**src/rtl/riscv_ctrl_pkg.sv**
```systemverilog
// Shared encodings for the multicycle RISC-V controller: FSM states, opcodes,
// ALU operation codes and datapath mux selects.
package riscv_ctrl_pkg;

  typedef enum logic [3:0] {
    FETCH    = 4'd0,
    DECODE   = 4'd1,
    MEMADR   = 4'd2,
    MEMREAD  = 4'd3,
    MEMWB    = 4'd4,
    MEMWRITE = 4'd5,
    EXECUTER = 4'd6,
    EXECUTEI = 4'd7,
    ALUWB    = 4'd8,
    BEQ      = 4'd9,
    ERROR    = 4'd10
  } state_t;

  localparam int unsigned OP_W    = 7;
  localparam int unsigned F3_W    = 3;
  localparam int unsigned ALUC_W  = 3;
  localparam int unsigned SEL_W   = 2;
  localparam int unsigned ALUOP_W = 2;

  localparam logic [OP_W-1:0] OP_LW    = 7'b0000011;
  localparam logic [OP_W-1:0] OP_SW    = 7'b0100011;
  localparam logic [OP_W-1:0] OP_RTYPE = 7'b0110011;
  localparam logic [OP_W-1:0] OP_ITYPE = 7'b0010011;
  localparam logic [OP_W-1:0] OP_BEQ   = 7'b1100011;

  // ALU_2to1 operation codes
  localparam logic [ALUC_W-1:0] ALU_ADD = 3'b000;
  localparam logic [ALUC_W-1:0] ALU_SUB = 3'b001;
  localparam logic [ALUC_W-1:0] ALU_AND = 3'b010;
  localparam logic [ALUC_W-1:0] ALU_XOR = 3'b011;
  localparam logic [ALUC_W-1:0] ALU_SLL = 3'b100;

  localparam logic [F3_W-1:0] F3_ADD = 3'b000;
  localparam logic [F3_W-1:0] F3_SLL = 3'b001;
  localparam logic [F3_W-1:0] F3_XOR = 3'b100;
  localparam logic [F3_W-1:0] F3_AND = 3'b111;

  localparam logic [ALUOP_W-1:0] ALUOP_ADD   = 2'b00;
  localparam logic [ALUOP_W-1:0] ALUOP_SUB   = 2'b01;
  localparam logic [ALUOP_W-1:0] ALUOP_FUNCT = 2'b10;

  localparam logic [SEL_W-1:0] SRCA_PC    = 2'b00;
  localparam logic [SEL_W-1:0] SRCA_OLDPC = 2'b01;
  localparam logic [SEL_W-1:0] SRCA_REG   = 2'b10;

  localparam logic [SEL_W-1:0] SRCB_REG  = 2'b00;
  localparam logic [SEL_W-1:0] SRCB_IMM  = 2'b01;
  localparam logic [SEL_W-1:0] SRCB_FOUR = 2'b10;

  localparam logic [SEL_W-1:0] RES_ALUOUT = 2'b00;
  localparam logic [SEL_W-1:0] RES_DATA   = 2'b01;
  localparam logic [SEL_W-1:0] RES_ALU    = 2'b10;

  localparam logic [SEL_W-1:0] IMM_I = 2'b00;
  localparam logic [SEL_W-1:0] IMM_S = 2'b01;
  localparam logic [SEL_W-1:0] IMM_B = 2'b10;

  // State entered after DECODE for a given opcode; unknown opcodes trap.
  function automatic state_t decode_target(input logic [OP_W-1:0] op);
    state_t target;
    case (op)
      OP_LW, OP_SW: target = MEMADR;
      OP_RTYPE:     target = EXECUTER;
      OP_ITYPE:     target = EXECUTEI;
      OP_BEQ:       target = BEQ;
      default:      target = ERROR;
    endcase
    return target;
  endfunction

endpackage

```
**src/rtl/multicycle_control_alu_decoder.sv**
```systemverilog
// ALU operation decoder: maps ALUOp/Funct3/Funct7b5 to an ALU_2to1 code and
// flags funct combinations the datapath does not implement.
module alu_decoder
  import riscv_ctrl_pkg::*;
(
  input  logic                Op5,
  input  logic [F3_W-1:0]     Funct3,
  input  logic                Funct7b5,
  input  logic [ALUOP_W-1:0]  ALUOp,
  output logic [ALUC_W-1:0]   ALUControl,
  output logic                FunctIllegal
);

  // Funct7b5 only selects an alternate op for R-type; for I-type it is immediate data.
  logic r_alt;
  assign r_alt = Op5 & Funct7b5;

  always_comb begin
    ALUControl   = ALU_ADD;
    FunctIllegal = 1'b0;
    case (ALUOp)
      ALUOP_ADD: ALUControl = ALU_ADD;
      ALUOP_SUB: ALUControl = ALU_SUB;
      ALUOP_FUNCT: begin
        case (Funct3)
          F3_ADD: ALUControl = r_alt ? ALU_SUB : ALU_ADD;
          F3_SLL: begin
            if (Funct7b5) FunctIllegal = 1'b1;
            else          ALUControl   = ALU_SLL;
          end
          F3_XOR: begin
            if (r_alt) FunctIllegal = 1'b1;
            else       ALUControl   = ALU_XOR;
          end
          F3_AND: begin
            if (r_alt) FunctIllegal = 1'b1;
            else       ALUControl   = ALU_AND;
          end
          default: FunctIllegal = 1'b1;
        endcase
      end
      default: ALUControl = ALU_ADD;
    endcase
  end

endmodule

```
**src/rtl/multicycle_control.sv**
```systemverilog
// Multicycle RISC-V control FSM: sequences fetch/decode/execute/writeback and
// traps into a sticky ERROR state on unsupported instructions.
module multicycle_control
  import riscv_ctrl_pkg::*;
(
  input  logic               clk,
  input  logic               reset,
  input  logic [OP_W-1:0]    Op,
  input  logic [F3_W-1:0]    Funct3,
  input  logic               Funct7b5,
  input  logic               Zero,
  output logic [ALUC_W-1:0]  ALUControl,
  output logic [SEL_W-1:0]   ALUSrcA,
  output logic [SEL_W-1:0]   ALUSrcB,
  output logic [SEL_W-1:0]   ResultSrc,
  output logic [SEL_W-1:0]   ImmSrc,
  output logic               AdrSrc,
  output logic               IRWrite,
  output logic               RegWrite,
  output logic               MemWrite,
  output logic               PCWrite,
  output logic               Illegal
);

  state_t state;
  state_t state_next;

  logic [ALUOP_W-1:0] alu_op;
  logic [ALUC_W-1:0]  dec_alu_control;
  logic               funct_illegal;

  logic [SEL_W-1:0] alu_src_a;
  logic [SEL_W-1:0] alu_src_b;
  logic [SEL_W-1:0] result_src;
  logic [SEL_W-1:0] imm_src;
  logic             adr_src;
  logic             ir_write;
  logic             reg_write;
  logic             mem_write;
  logic             pc_write;
  logic             illegal;

  // State register
  always_ff @(posedge clk) begin
    if (reset) state <= FETCH;
    else       state <= state_next;
  end

  // ALU operation class per state, kept apart from the main decode to avoid a feedback path
  always_comb begin
    alu_op = ALUOP_ADD;
    case (state)
      EXECUTER, EXECUTEI: alu_op = ALUOP_FUNCT;
      BEQ:                alu_op = ALUOP_SUB;
      default:            alu_op = ALUOP_ADD;
    endcase
  end

  alu_decoder u_alu_decoder (
    .Op5          (Op[5]),
    .Funct3       (Funct3),
    .Funct7b5     (Funct7b5),
    .ALUOp        (alu_op),
    .ALUControl   (dec_alu_control),
    .FunctIllegal (funct_illegal)
  );

  // Next-state and per-state datapath controls
  always_comb begin
    state_next = state;
    alu_src_a  = SRCA_PC;
    alu_src_b  = SRCB_REG;
    result_src = RES_ALUOUT;
    imm_src    = IMM_I;
    adr_src    = 1'b0;
    ir_write   = 1'b0;
    reg_write  = 1'b0;
    mem_write  = 1'b0;
    pc_write   = 1'b0;
    illegal    = 1'b0;

    case (state)
      FETCH: begin
        ir_write   = 1'b1;
        alu_src_a  = SRCA_PC;
        alu_src_b  = SRCB_FOUR;
        result_src = RES_ALU;
        pc_write   = 1'b1;
        state_next = DECODE;
      end
      DECODE: begin
        alu_src_a  = SRCA_OLDPC;
        alu_src_b  = SRCB_IMM;
        imm_src    = IMM_B;
        state_next = decode_target(Op);
      end
      MEMADR: begin
        // Op[5] separates sw from lw
        alu_src_a  = SRCA_REG;
        alu_src_b  = SRCB_IMM;
        imm_src    = Op[5] ? IMM_S : IMM_I;
        state_next = Op[5] ? MEMWRITE : MEMREAD;
      end
      MEMREAD: begin
        result_src = RES_ALUOUT;
        adr_src    = 1'b1;
        state_next = MEMWB;
      end
      MEMWB: begin
        result_src = RES_DATA;
        reg_write  = 1'b1;
        state_next = FETCH;
      end
      MEMWRITE: begin
        result_src = RES_ALUOUT;
        adr_src    = 1'b1;
        mem_write  = 1'b1;
        state_next = FETCH;
      end
      EXECUTER: begin
        alu_src_a  = SRCA_REG;
        alu_src_b  = SRCB_REG;
        state_next = funct_illegal ? ERROR : ALUWB;
      end
      EXECUTEI: begin
        alu_src_a  = SRCA_REG;
        alu_src_b  = SRCB_IMM;
        imm_src    = IMM_I;
        state_next = funct_illegal ? ERROR : ALUWB;
      end
      ALUWB: begin
        result_src = RES_ALUOUT;
        reg_write  = 1'b1;
        state_next = FETCH;
      end
      BEQ: begin
        alu_src_a  = SRCA_REG;
        alu_src_b  = SRCB_REG;
        result_src = RES_ALUOUT;
        pc_write   = Zero;
        state_next = FETCH;
      end
      ERROR: begin
        illegal    = 1'b1;
        state_next = ERROR;
      end
      default: begin
        illegal    = 1'b1;
        state_next = ERROR;
      end
    endcase
  end

  assign ALUControl = dec_alu_control;
  assign ALUSrcA    = alu_src_a;
  assign ALUSrcB    = alu_src_b;
  assign ResultSrc  = result_src;
  assign ImmSrc     = imm_src;
  assign AdrSrc     = adr_src;
  assign Illegal    = illegal;

  // Reset blocks every architectural write in the cycle it is asserted
  assign IRWrite  = ir_write  & ~reset;
  assign RegWrite = reg_write & ~reset;
  assign MemWrite = mem_write & ~reset;
  assign PCWrite  = pc_write  & ~reset;

endmodule
```
**config.mk**
```make
export PLATFORM = sky130hd
export DESIGN_NAME = multicycle_control
export DESIGN_NICKNAME = d
export VERILOG_FILES = /design/src/rtl/riscv_ctrl_pkg.sv /design/src/rtl/multicycle_control_alu_decoder.sv /design/src/rtl/multicycle_control.sv
export SDC_FILE = /design/constraint.sdc
export NUM_CORES = 1
export LEC_CHECK = 0
export CORE_MARGIN = 8
export CORE_UTILIZATION = 38
export CTS_CLUSTER_DIAMETER = 120
export DETAILED_ROUTE_END_ITERATION = 16
export GPL_ROUTABILITY_DRIVEN = 0
export PLACE_DENSITY = 0.78
export SYNTH_ARGS = -nofsm -noshare
export SYNTH_HDL_FRONTEND = slang
export SYNTH_SLANG_ARGS = --single-unit
```
**constraint.sdc**
```tcl
create_clock -name clk -period 1.9 [get_ports clk]
set_input_delay 0.285 -clock clk [delete_from_list [all_inputs] [get_ports clk]]
set_output_delay 0.285 -clock clk [all_outputs]
set_load 0.05 [all_outputs]
```
== Word level (Yosys, flattened, before mapping) ==
Cells that the tools add are included.
Storage, ports and cells
  register bits: 4
  bits in latches: 0
  memory bits (writable): 0
  bits in read-only memories: 0
  input port bits: 14
  output and inout bits: 17
  logic and storage cells: 63
  memories: 0
Operators by class
  add/sub/neg operators: 0
  multipliers: 0
  divide/modulo/power cells: 0
  $lt $le $gt $ge: 0
  equality and inequality tests: 19
  shifts and indexed selects: 0
  multiplexer cells: 26
  bitwise logic cells: 6
  reductions and logical operators: 11
Operators with widths (number)
  $pmux 4 s6: 1
  $pmux 2 s2: 5
  $eq 4x3->1 const B: 4
  $pmux 4 s4: 1
  $eq 7x6->1 const B: 2
  $pmux 3 s4: 1
  $mux 1: 10
  $reduce_or 10->1: 1
  $reduce_or 2->1: 5
  $eq 4x2->1 const B: 2
  $eq 4x4->1 const B: 2
  $reduce_or 4->1: 2
  $eq 7x2->1 const B: 1
  $eq 7x5->1 const B: 1
  $eq 7x7->1 const B: 1
  $eq 3x3->1 const B: 2
  $mux 2: 3
  $mux 3: 2
  $pmux 3 s2: 1
  $and 1x1->1: 5
  $eq 4x1->1 const B: 1
  $logic_not 4->1: 1
  $eq 3x1->1 const B: 1
  $logic_not 3->1: 1
  other kinds (6): 6

== Longest topological paths before layout ==
Gate-level depths: netlist (run 1).
  word-level depth: 7
  mapped depth: 7

== Hierarchy ==
Synthesis (run 1) repeated with hierarchy kept, for this count alone.
Unflattened totals
  cells, all modules: 75
  area, all modules: 568.0 um^2
Modules (own cells, without submodules)
  multicycle_control: instances 1, cells each 56, area an instance 435.4 um^2, seq. area each 80.1 um^2
  alu_decoder: instances 1, cells each 19, area an instance 132.6 um^2, seq. area each 0.0 um^2

== Least setup slack after synthesis (run 1) ==
OpenSTA, ideal clock, no wires.
  path kind: register to output
  start point: reg state[0]
  end point: out ALUSrcA[0]
  arrival: 2.328 ns
  data required time: 1.615 ns
  slack: -0.713 ns
  stages on the path, launching flop included: 3
  cell sequence: dfxtp_1 clkbuf_1 nor4b_1
On the way
  cells in the longest elaborated chain, start to end: 3
Ends and longest elaborated chain
  from (decl): RTL line multicycle_control.sv:25  | state_t state;
  from (signal assigned): RTL line multicycle_control.sv:46  | else state <= state_next;
  $eq 4x4->1, or another cell as far along: RTL line multicycle_control.sv:82  | case (state)
  $reduce_or 4->1 (no source line)
  $pmux 2 s2 *: RTL line multicycle_control.sv:82
  to (decl): RTL line multicycle_control.sv:13  | output logic [SEL_W-1:0] ALUSrcA,
Every way passes the cells marked *; elsewhere a longest branch is shown, timed or not.

== Final worst setup path (run 1) ==
  start point: reg state[3]
  end point: out ALUControl[0]
On the way
  cells in the longest elaborated chain, start to end: 5
Ends and longest elaborated chain
  $eq 4x3->1: RTL line multicycle_control.sv:52  | case (state)
  $reduce_or 2->1 (no source line)
  $pmux 2 s2 *: RTL line multicycle_control.sv:52
  $eq 2x2->1 or $eq 2x1->1 (tied branches): RTL line multicycle_control_alu_decoder.sv:21  | case (ALUOp)
  $pmux 3 s2 *: RTL line multicycle_control_alu_decoder.sv:21
  to (decl): RTL line multicycle_control.sv:12  | output logic [ALUC_W-1:0] ALUControl,
Marks and branches as above.

==> metrics.yaml, run 1 <==
timing:
  worst_slack_ps: -65.91
  rsz0062_at_grt: "yes"
  fin_skew_ps: 6.578
  tightest_slew_ps: 474.4
  slew_headroom_pct: 68.08
  drv_slew: 0
  setup_viol: 2
  finalHoldViolCount: 0
  min_period_ps: 1966
  period_share_pct: 103.5
  fmax_mhz: 508.7
global_routing:
  grt_usage_pct: 14.75
  grt_pass1_vias: 789
  grt_use_met1_pct: 14.61
  antenna_found_initial: 0
  overflow: 0
  top_usage_layer: "met2"
  global_route.usage.met2_pct: 27.05
  grt_util_met3_pct: 3.743
  grt_max_degree: 17
  grt_pass1_wl_mm: 3.374
yosys:
  async_flop_share_pct: 0
  yosys.area.top_type: "dfxtp_1"
  synth_area_leaders: "dfxtp_1 (14%), nor3_1 (5.2%), nor3b_1 (5.2%)"
  synth_cell_types: 39
  netlist_area_um2: 583.1
  synth-seq-cells: 4
  synth_top_area_share_pct: 13.73
  yosysWarnings: 0
  ys_seq_area_share_pct: 13.73
  synth_cells: 77
  syn_nets: 93
  synthFlopType: "dfxtp_1"
  synth_area_per_cell_um2: 7.572
  synth_edf_count: 0
drt:
  drc_errors: 0
  ant_nets: 0
  routed_wl_mm: 2.481
  wl_per_cell_um: 18.11
  vias: 810
  drt_first_pass_iters: 4
  via_per_inst: 5.912
  drtIter0Drc: 15
run:
  max-cap-violations: 0
floorplan:
  core_um2: 1471
  start_util_pct: 39.63
  die_width_um: 55.17
  io_pins: 31
  dieArea_um2: 3044
  die_h_um: 55.17
  row_count: 14
place:
  io_buffers: 30
  dp_hpwl_mm: 1.640
  placed_area_um2: 1200
  post-place-ws_ps: 71.95
worst_hold_path:
  hold_class: "flop to flop"
  hold_path.startpoint: "state[3]$_SDFF_PP0_"
  min_path_cells: 2
  hold-path-endpoint: "state[1]$_SDFF_PP0_"
clock_tree:
  htreeDepth: 1
  cts_sinks: 4
  clk_pin_slew_worst_paths_ps: 40
  cts_tree: "done"
  clock-root-buffer: "clkbuf_4"
  clockBufferDepth: 2
  numCtsBuffers: 3
  clk_latency_ps: 260
final_layout:
  regArea_um2: 86.33
  drive_gt1_share_pct: 50.41
  final_cell_mix: "buf_12 (17), buf_4 (17), clkdlybuf4s50_1 (13), inv_1 (5)"
  largest_register_ffs: 4
  multiInputGateArea_um2: 551.8
  postLayoutCellArea_um2: 1301
  diodes: 0
  nNetsFinal: 139
  area_delta_synth_final_pct: 123.2
  largest-register: "state"
  postLayoutCoreUtil_pct: 88.44
  n_fill_cell: 69
  top_regs: "state x4"
critical_path:
  r2r_start: "state[0]$_SDFF_PP0_"
  cp_data_required_time_ps: 1620
  crit_type: "flop to primary output"
  rr_worst_depth: 5
  crit_chain: "nand3b_1, inv_2, ha_4, nor3b_4, o21ai_2, a21oi_4, buf_12"
  crit_fanout: 5
  start_kind: "flop"
  worstSetupEndpointType: "primary output"
  slowest_stage: "dfxtp_4"
  rrSetupSlack_ps: 320
  critical-path-max-stage-delay_ps: 350
  reg2reg_to: "state[2]$_SDFF_PP0_"
  cp.arrival_ps: 1680
power:
  cellPowerDensity_nw_per_um2: 771.3
  peakVddDrop_mv: 0.4442
  finalPower_w: 0.001004
  leakage_nw: 0.5249
outcome:
  status: "finished with violations"
  violations: "setup timing"
## stage by stage
stage          std cells  setup TNS [ps]  hold WS, ps
2_1_floorplan         77           -1480        354.4
3_3_place_gp         130               0        622.2
3_5_place_dp         130               0        638.9
4_1_cts              133          -22.42        651.1
5_1_grt              137          -177.6        678.2
6_report             137          -67.04        633.0
## report_power, final
group | internal [W] | switching (W) | total (W)
clock | 0.0000714 | 0.0000468 | 0.000118
combinational | 0.000362 | 0.000406 | 0.000769
sequential | 0.000101 | 0.0000159 | 0.000117
## area by class of cell
| cell class | instances | area share, % |
|---|---|---|
| clock buffers | 3 | 1.731 |
| inverters | 6 | 1.731 |
| multi-input cells | 61 | 42.40 |
| flip-flops and latches | 4 | 6.635 |
| well taps | 16 | 1.538 |
| repair buffers | 47 | 45.96 |
## routing by layer
metal / wire (µm) / part of all wire (%) / vias to the layer above
met2: 1226 / 49 / 46
met5: 0 / 0 / -
li1: - / - / 375
met4: 114 / 4.6 / 0
met3: 172 / 6.9 / 13
met1: 968 / 39 / 376
## critical path: cells and delay by family, from the launching register on
| family | cells | cell delay, ps |
|---|---|---|
| adders and majority gates | 1 | 150 |
| and+or+nand+nor | 2 | 410 |
| AOI/OAI and AO/OA | 2 | 270 |
| DFF | 1 | 350 |
| buffers and inverters | 2 | 250 |
## what timing repair did
action | 4_1_cts | 5_1_grt
buffers inserted | 0 | 4
pin swaps | 0 | 2
hold buffers | 0 | 0
gates resized for setup | 6 | 8
setup endpoints to repair | 3 | 4
## cells in the mapped netlist, types with 2 or more instances
| cell type | number |
|---|---|
| nand4bb_1 | 2 |
| nand3b_1 | 3 |
| nor3_1 | 6 |
| dfxtp_1 | 4 |
| o21ai_0 | 4 |
| xnor2_1 | 2 |
| nor2b_1 | 2 |
| inv_1 | 6 |
| buf_2 | 4 |
| a21oi_1 | 2 |
| ha_1 | 2 |
| nand2b_1 | 2 |
| nand2_1 | 2 |
| nor2_1 | 4 |
| nor3b_1 | 4 |
| nor4b_2 | 2 |
| nor4_1 | 4 |
## worst max path at each step
stage | end | start
4_1_cts | ALUControl[0] | state[0]$_SDFF_PP0_
6_report | ALUControl[0] | state[3]$_SDFF_PP0_
3_3_place_gp | IRWrite | reset
5_1_grt | ALUControl[0] | state[3]$_SDFF_PP0_
2_1_floorplan | ALUSrcB[1] | state[1]$_SDFF_PP0_
3_5_place_dp | IRWrite | reset
## cell families after synthesis
logic type | Yosys count | synth area share (%)
simple gates | 38 | 45.28
compound gates | 17 | 20.39
buf+inv | 12 | 9.870
flops | 4 | 13.73
xor+xnor | 3 | 4.507
fa+ha+maj | 2 | 4.291
mux | 1 | 1.931
(Power assumes the default switching activity.)
==> run 2: changes to the inputs <==
CAP_MARGIN = 30   (was default)
==> results of run 2 <==
Final layout, timing and power as in run 1 (identical DEF).
==> run 3: changes to the inputs <==
CTS_CLUSTER_SIZE = 30   (was default)
==> results of run 3 <==
Final layout, timing and power as in run 1 (identical DEF).
